==> config.mk <==
export PLATFORM = sky130hd
export DESIGN_NAME = phoenix_input_buffer
export DESIGN_NICKNAME = d
export VERILOG_FILES = /design/src/rtl/phoenix_input_buffer_pkg.sv /design/src/rtl/phoenix_input_buffer_fifo_core.sv /design/src/rtl/phoenix_input_buffer.sv
export SDC_FILE = /design/constraint.sdc
export NUM_CORES = 1
export LEC_CHECK = 0
export BUFFER_PORTS_ARGS = -buffer_cell sky130_fd_sc_hd__buf_2
export CAP_MARGIN = 20
export CORE_MARGIN = 10
export CORE_UTILIZATION = 30
export CTS_BUF_LIST = sky130_fd_sc_hd__clkbuf_2 sky130_fd_sc_hd__clkbuf_4 sky130_fd_sc_hd__clkbuf_8
export DETAILED_ROUTE_END_ITERATION = 10
export SLEW_MARGIN = 20
export SYNTH_ARGS = -nofsm -noshare
export SYNTH_HDL_FRONTEND = slang
export SYNTH_SLANG_ARGS = --single-unit
==> constraint.sdc <==
create_clock -name clock -period 5.17 [get_ports clock]
set_input_delay 1.2925 -clock clock [delete_from_list [all_inputs] [get_ports clock]]
set_output_delay 1.2925 -clock clock [all_outputs]
set_load 0.1 [all_outputs]
==> src/rtl/phoenix_input_buffer_pkg.sv <==
//------------------------------------------------------------------------------
// Module : phoenix_package
// Brief  : Shared router constants, port indices and input-buffer states.
// Rev    : 1.0
//------------------------------------------------------------------------------
`default_nettype none

package phoenix_package;

    localparam int TAM_FLIT   = 16;
    localparam int TAM_BUFFER = 4;
    localparam int NPORT      = 5;

    localparam int EAST  = 0;
    localparam int WEST  = 1;
    localparam int NORTH = 2;
    localparam int SOUTH = 3;
    localparam int LOCAL = 4;

    typedef enum logic [2:0] {
        S_IDLE    = 3'd0,
        S_REQ     = 3'd1,
        S_HDR     = 3'd2,
        S_SIZE    = 3'd3,
        S_PAYLOAD = 3'd4,
        S_END     = 3'd5
    } buffer_state_t;

endpackage

`default_nettype wire

==> src/rtl/phoenix_input_buffer_fifo_core.sv <==
//------------------------------------------------------------------------------
// Module : phoenix_fifo_core
// Brief  : Circular flit store with read/write pointers, occupancy and credit.
// Rev    : 1.0
//------------------------------------------------------------------------------
`default_nettype none

module phoenix_fifo_core #(
    parameter int WIDTH = phoenix_package::TAM_FLIT,
    parameter int DEPTH = phoenix_package::TAM_BUFFER
) (
    input  logic                     clock,
    input  logic                     reset,
    input  logic                     push,
    input  logic [WIDTH-1:0]         data_in,
    input  logic                     pop,
    output logic                     credit_o,
    output logic [WIDTH-1:0]         data_out,
    output logic [$clog2(DEPTH):0]   count
);

    localparam int PTR_W = $clog2(DEPTH);
    localparam int CNT_W = PTR_W + 1;

    logic [WIDTH-1:0] r_mem [DEPTH];
    logic [PTR_W-1:0] r_first;
    logic [PTR_W-1:0] r_last;
    logic [CNT_W-1:0] r_count;
    logic             w_credit;
    logic             w_write;

    // Credit comes from the registered count, so a pop on a full buffer
    // does not open a write slot until the following cycle.
    assign w_credit = (r_count != CNT_W'(DEPTH));
    assign w_write  = push && w_credit;

    always_ff @(posedge clock) begin
        if (w_write) begin
            r_mem[r_last] <= data_in;
        end
    end

    always_ff @(posedge clock) begin
        if (reset) begin
            r_first <= '0;
            r_last  <= '0;
            r_count <= '0;
        end else begin
            if (w_write) begin
                r_last <= r_last + PTR_W'(1);
            end
            if (pop) begin
                r_first <= r_first + PTR_W'(1);
            end
            case ({w_write, pop})
                2'b10:   r_count <= r_count + CNT_W'(1);
                2'b01:   r_count <= r_count - CNT_W'(1);
                default: r_count <= r_count;
            endcase
        end
    end

    assign credit_o = w_credit;
    assign data_out = r_mem[r_first];
    assign count    = r_count;

endmodule

`default_nettype wire

==> src/rtl/phoenix_input_buffer.sv <==
//------------------------------------------------------------------------------
// Module : phoenix_input_buffer
// Brief  : Router input port: credit FIFO plus packet-forwarding control.
// Rev    : 1.0
//------------------------------------------------------------------------------
`default_nettype none

module phoenix_input_buffer #(
    parameter int TAM_FLIT   = phoenix_package::TAM_FLIT,
    parameter int TAM_BUFFER = phoenix_package::TAM_BUFFER
) (
    input  logic                clock,
    input  logic                reset,
    input  logic                rx,
    input  logic [TAM_FLIT-1:0] data_in,
    output logic                credit_o,
    output logic                h,
    input  logic                ack_h,
    output logic [TAM_FLIT-1:0] data_out,
    output logic                data_av,
    input  logic                data_ack,
    output logic                sender
);

    import phoenix_package::*;

    localparam int CNT_W = $clog2(TAM_BUFFER) + 1;

    buffer_state_t       r_state;
    buffer_state_t       w_state_next;
    logic [TAM_FLIT-1:0] r_flit_cnt;
    logic [TAM_FLIT-1:0] w_flit_cnt_next;
    logic [CNT_W-1:0]    w_count;
    logic                w_in_packet;
    logic                w_pop;

    phoenix_fifo_core #(
        .WIDTH (TAM_FLIT),
        .DEPTH (TAM_BUFFER)
    ) u_fifo (
        .clock    (clock),
        .reset    (reset),
        .push     (rx),
        .data_in  (data_in),
        .pop      (w_pop),
        .credit_o (credit_o),
        .data_out (data_out),
        .count    (w_count)
    );

    assign w_in_packet = (r_state == S_HDR) || (r_state == S_SIZE) || (r_state == S_PAYLOAD);
    assign data_av     = w_in_packet && (w_count != '0);
    assign sender      = w_in_packet;
    assign h           = (r_state == S_REQ);
    assign w_pop       = data_av && data_ack;

    always_ff @(posedge clock) begin
        if (reset) begin
            r_state    <= S_IDLE;
            r_flit_cnt <= '0;
        end else begin
            r_state    <= w_state_next;
            r_flit_cnt <= w_flit_cnt_next;
        end
    end

    always_comb begin
        w_state_next    = r_state;
        w_flit_cnt_next = r_flit_cnt;
        case (r_state)
            S_IDLE: begin
                if (w_count != '0) begin
                    w_state_next = S_REQ;
                end
            end
            S_REQ: begin
                if (ack_h) begin
                    w_state_next = S_HDR;
                end
            end
            S_HDR: begin
                if (w_pop) begin
                    w_state_next = S_SIZE;
                end
            end
            S_SIZE: begin
                // The size flit is latched as it leaves; zero means header+size only.
                if (w_pop) begin
                    w_flit_cnt_next = data_out;
                    w_state_next    = (data_out == '0) ? S_END : S_PAYLOAD;
                end
            end
            S_PAYLOAD: begin
                if (w_pop) begin
                    w_flit_cnt_next = r_flit_cnt - TAM_FLIT'(1);
                    if (r_flit_cnt == TAM_FLIT'(1)) begin
                        w_state_next = S_END;
                    end
                end
            end
            S_END: begin
                w_state_next = S_IDLE;
            end
            default: begin
                w_state_next = S_IDLE;
            end
        endcase
    end

endmodule

`default_nettype wire

* Word-level counts from Yosys, hierarchy flattened
Memory sizes are Yosys's and may differ from the RTL's. A register that Yosys moved wholly into a read port is not among the register bits.
Cells that the tools add are included.
** Storage, ports and cells
- Flip-flop bits (word level) :: 26
- Memory bits (writable) :: 64
- Output and inout port bits :: 20
- Logic and storage cells :: 53
- Memories :: 1
** Operators by class
- Add/sub/neg operators :: 5
- Eq/ne operators :: 14
- Multiplexer cells :: 16
- Reduce and logical (&&, ||, !) cells :: 12
** Memories
- u_fifo.r_mem :: words 4, bits a word 16, read ports 1, clocked after Yosys merged registers in 1, wr ports 1, RTL line phoenix_input_buffer_fifo_core.sv:25 : logic [WIDTH-1:0] r_mem [DEPTH];
** Operators with widths (count)
- two-way mux 16 bit :: 2
- case mux 16 bit (2 select lines) :: 1
- two-way mux 3 bit :: 6
- == test 16 x 1 -> 1 bit, second input constant :: 1
- zero test 16 bit :: 1
- subtractor 16 x 1 -> 16 bit, second input constant :: 1
- case mux 3 bit (5 select lines) :: 1
- inequality test 2 x 1 -> 1 bit, second input constant :: 5
- == test 3 x 2 -> 1 bit, second input constant :: 2
- case mux 3 bit (2 select lines) :: 1
- AND reduction 6 bit :: 1
- adder 2 x 1 -> 2 bit, second input constant :: 2
- two-way mux 2 bit :: 2
- nonzero test 2 bit :: 2
- adder 3 x 1 -> 3 bit, second input constant :: 1
- == test 3 x 1 -> 1 bit, second input constant :: 1
- == test 3 bit, second input constant :: 1
- logical AND 1 bit :: 3
- zero test 3 bit :: 1
- two-way mux 1 bit :: 3
- inequality test 3 bit, second input constant :: 1
- AND reduction 3 bit :: 1
- nonzero test 3 bit :: 1
- subtractor 3 x 1 -> 3 bit, second input constant :: 1
- 4 further kinds :: 5

* Logic depth before layout (Yosys ltp)
- Depth in word-level cells :: 7
- Gate-level depth with buffers :: 10
- Gate-level depth less buffers :: 10

* Cells and area by module
From an unflattened synthesis, not the netlist that was laid out.
** Unflattened totals
- Cell total of the unflattened synthesis :: 306
- Area total of the unflattened synthesis :: 4067.7 um^2
** Modules (own cells, without submodules)
- phoenix_fifo_core :: instances 1, cells each 130, area each 2770.2 um^2, sequential area each 2102.0 um^2
- phoenix_input_buffer :: instances 1, cells each 176, area each 1297.5 um^2, sequential area each 380.4 um^2

* Worst setup path after synthesis
OpenSTA, ideal clock, no wires.
- Path kind :: reg2out
- Start point :: reg r_state[2]
- End point :: out data_av
- Data arrival time :: 2.652 ns
- Data required time :: 3.878 ns
- Slack :: 1.225 ns
- Cell stages (with the launch flop) :: 6
- Path through :: dfxtp_1 -> clkbuf_1 -> or3b_1 -> clkbuf_1 -> clkbuf_1 -> a21oi_1
** On the way
- Cells in the longest elaborated chain, start to end :: 4
** RTL lines
- start, declared :: RTL line phoenix_input_buffer.sv:29 : buffer_state_t r_state;
- start signal, assigned :: RTL line phoenix_input_buffer.sv:62 : r_state <= w_state_next;
- == test 3 x 2 -> 1 bit :: RTL line phoenix_input_buffer.sv:51 : assign w_in_packet = (r_state == S_HDR) || (r_state == S_SIZE) || (r_state == S_PAYLOAD);
- logical OR 1 bit :: RTL line phoenix_input_buffer.sv:51
- logical OR 1 bit * :: RTL line phoenix_input_buffer.sv:51
- logical AND 1 bit * :: RTL line phoenix_input_buffer.sv:52 : assign data_av = w_in_packet && (w_count != '0);
- end, declared :: RTL line phoenix_input_buffer.sv:20 : output logic data_av,
Mark *: on every way between the ends. The rest lies on a longest branch, timed or not.

* Worst setup path in the final report
Ends and elaborated chain as after synthesis.

==> run_results.csv <==
group,metric,value,unit
run_status,outcome,"completed",
synth,synthFlopType,"edfxtp_1",
cts,cts_tree,"built",
synth,synth_area,0.00410,mm^2
route,vias_per_cell,4.97,
timing,drv_slew,0,
placed_design,numPortBuffers,40,
timing,fin_crit,3.59,ns
timing,tns,0,ns
cts,clock_path_buffers,2,
finish,final_cell_mix,"edfxtp_1, buf_2, nor2_1, dfxtp_1, nand2_1",
cts,cts_root_buf,"clkbuf_8",
floorplan,die_h,137,um
floorplan,rows,42,
timing,rsz0062_at_grt,"no",
power,irDropWorstVdd,185,uV
placed_design,routabilityCongestion,0.805,
floorplan,pin_count,41,
route,num_vias,2589,
floorplan,core,0.0133,mm^2
power,combPwrFrac,20.3,%
power,power.density,364,mW/mm^2
cts,cts_num_sinks,92,
synth,ys_types,53,
cts,ctsHtreeMaxLevel,3,
global_routing,grt_max_degree,34,
floorplan,die_x,137,um
finish,final_nets,369,
setup_path,r2r_start,"r_state[2]",
synth,async_flop_share,0,%
power,p_sw,544,uW
setup_path,path_cells,"or3b_2, a21oi_1, buf_2",
floorplan,fp.dieArea,0.0187,mm^2
finish,multi_input_area,0.00148,mm^2
power,swShare,32.2,%
setup_path,cp.depth,3,
finish,fillCellCount,1306,
timing,skew,0.0110,ns
route,final_antenna_net_count,0,
cts,path_clk_slew,0.09,ns
synth,yosysSeqAreaShare,60.6,%
global_routing,overflow,0,
setup_path,reg2reg_slack,2.19,ns
finish,final_common_cell,"edfxtp_1",
route,drtIter0Drc,191,
timing,setup_viol,0,
run,cap_viol_max_count,0,
placed_design,hpwl,6150,um
setup_path,arrival,2.30,ns
timing,post-route-period-util,69.4,%
synth,synth_edf_count,64,
setup_path,slowest_stage,"or3b_2",
setup_path,end_kind,"output pin",
finish,areaGrowthSynthToFinish,13.1,%
route,drt_pass1_iterations,4,
setup_path,required,3.88,ns
synth,syn_nets,335,
min_path,hp-class,"reg2reg",
cts,clkLatencyLatePin,0.36,ns
synth,syn_area_per_cell,13.4,um^2
power,p_int,1.14,mW
global_routing,grt_usage,10.2,%
route,wl_per_cell,17.4,um
finish,num_antenna_cells,0,
synth,syn_inst,306,
synth,synth_warnings,0,
setup_path,crit_type,"reg2out",
setup_path,cp_max_fo,33,
route,finalWirelength,9070,um
cts,cts_buffers,9,
timing,worst_pin_slew,0.944,ns
setup_path,start_kind,"flop",
cts,post_cts_buffers,0,
power,pwr-share-clk,29.0,%
cts,holdBufCountCts,0,
timing,fmax,279,MHz
global_routing,grt_pass1_wl,14700,um
setup_path,cp-endpoint,"data_av",
timing,maxSlewHeadroom,37.0,%
setup_path,timing.rr.end,"u_fifo.count[2]",
finish,final_util,34.8,%
floorplan,start_util,30.8,%
cts,ctsResizeCount,0,
synth,synth.ff_latch_count,92,
setup_path,timing.critical_path.from,"r_state[2]",
finish,layout-drive-gt1-share,22.0,%
global_routing,grt_pass1_vias,2617,
setup_path,path_delay_family,"simple AND/OR/NAND/NOR gates",
setup_path,worst_path_largest_cell_delay,0.78,ns
power,leakage,1.58,nW
setup_path,r2r_cells,8,
timing,hold_viol_final,0,
route,drc,0,
finish,seqCellArea,0.00248,mm^2
power,pwr-share-seq,50.8,%
global_routing,antenna_found_initial,0,
setup_path,worst-path-buf-inv,1,
## Yosys cell counts (all sizes together), types with 2 or more instances
master | number | area (um^2)
nand2 | 15 | 56.3
nor2b | 3 | 18.8
a21oi | 12 | 60.1
dfxtp | 28 | 561
nor3 | 9 | 45.0
nor3b | 2 | 20.0
ha | 7 | 87.6
xnor2 | 2 | 17.5
or3b | 2 | 17.5
o21ai | 18 | 90.1
a31o | 2 | 17.5
buf | 8 | 58.8
a31oi | 2 | 12.5
nor4 | 6 | 56.3
a21o | 5 | 37.5
inv | 11 | 41.3
nand2b | 3 | 18.8
clkbuf | 10 | 37.5
and3 | 4 | 25.0
a211oi | 3 | 22.5
nand3 | 6 | 30.0
a221oi | 4 | 47.6
mux4 | 16 | 390
nand4 | 3 | 18.8
nor2 | 29 | 109
edfxtp | 64 | 1920
a22o | 3 | 26.3
or4 | 3 | 26.3
a22oi | 7 | 52.6
xor2 | 3 | 26.3
or3 | 3 | 18.8
## per-layer routing
metal | track usage (%) | vias up | routed length, um
li1 | - | 1246 | -
met1 | 12.9 | 1263 | 4000
met2 | 16.2 | 72 | 4310
met3 | 3.52 | 8 | 644
met4 | 3.10 | 0 | 112
met5 | 0 | - | 0
## tightest hold or removal path: stages, from the launching register on
cell and delay (ns):
dfxtp_1 0.32, o21ai_1 0.07, a21oi_1 0.06
## cell families after synthesis
logic type | count (synthesis) | share of synthesized area (%)
AO/OA/AOI/OAI | 63 | 10.5
adder cells (fa/ha/maj) | 8 | 2.63
XOR/XNOR | 5 | 1.07
AND/OR/NAND/NOR | 93 | 12.3
buffers and inverters | 29 | 3.36
flip-flops | 92 | 60.6
multiplexers | 16 | 9.53
## flip-flops by register name, indices dropped and copies added (netlist names), named ones only
signal,flops
r_flit_cnt,16
u_fifo.count,3
u_fifo.r_first,2
u_fifo.r_last,2
u_fifo.r_mem,64
r_state,3
## power groups by stage
stage | Clock [mW] | Sequential (mW) | Combinational (mW)
floorplan | 0 | 0.854 | 0.294
global placement | 0 | 0.873 | 0.344
detailed placement | 0 | 0.874 | 0.346
CTS | 0.505 | 0.857 | 0.347
global route | 0.542 | 0.863 | 0.368
finish | 0.489 | 0.857 | 0.343
## metrics by stage
step / instance area, um^2 / hold slack (ns) / power (mW) / worst slack [ns] / instances
global route: 4630 / 0.529 / 1.77 / 1.48 / 521
floorplan: 4100 / 0.459 / 1.15 / 1.23 / 306
finish: 4630 / 0.492 / 1.69 / 1.58 / 521
global placement: 4430 / 0.474 / 1.22 / 1.71 / 505
CTS: 4630 / 0.490 / 1.71 / 1.27 / 521
detailed placement: 4430 / 0.475 / 1.22 / 1.69 / 505
## how the worst min path moves through the flow
stage | start | cells past startpoint | to | slack, ns
finish | r_flit_cnt[15] | 2 | r_flit_cnt[15] | 0.49
detailed placement | r_flit_cnt[15] | 2 | r_flit_cnt[15] | 0.47
global route | r_flit_cnt[15] | 2 | r_flit_cnt[15] | 0.53
floorplan | r_flit_cnt[15] | 2 | r_flit_cnt[15] | 0.46
CTS | r_flit_cnt[15] | 2 | r_flit_cnt[15] | 0.49
global placement | r_flit_cnt[15] | 2 | r_flit_cnt[15] | 0.47
## cell type report
cell class | count | share of cell area, %
clock buffer | 10 | 2.84
tap | 176 | 4.76
clock inverter | 6 | 1.54
inverter | 11 | 0.892
multi-input combinational | 185 | 31.9
sequential | 92 | 53.6
timing repair buffer | 41 | 4.49
No activity file was read; power rests on OpenSTA's default activity.
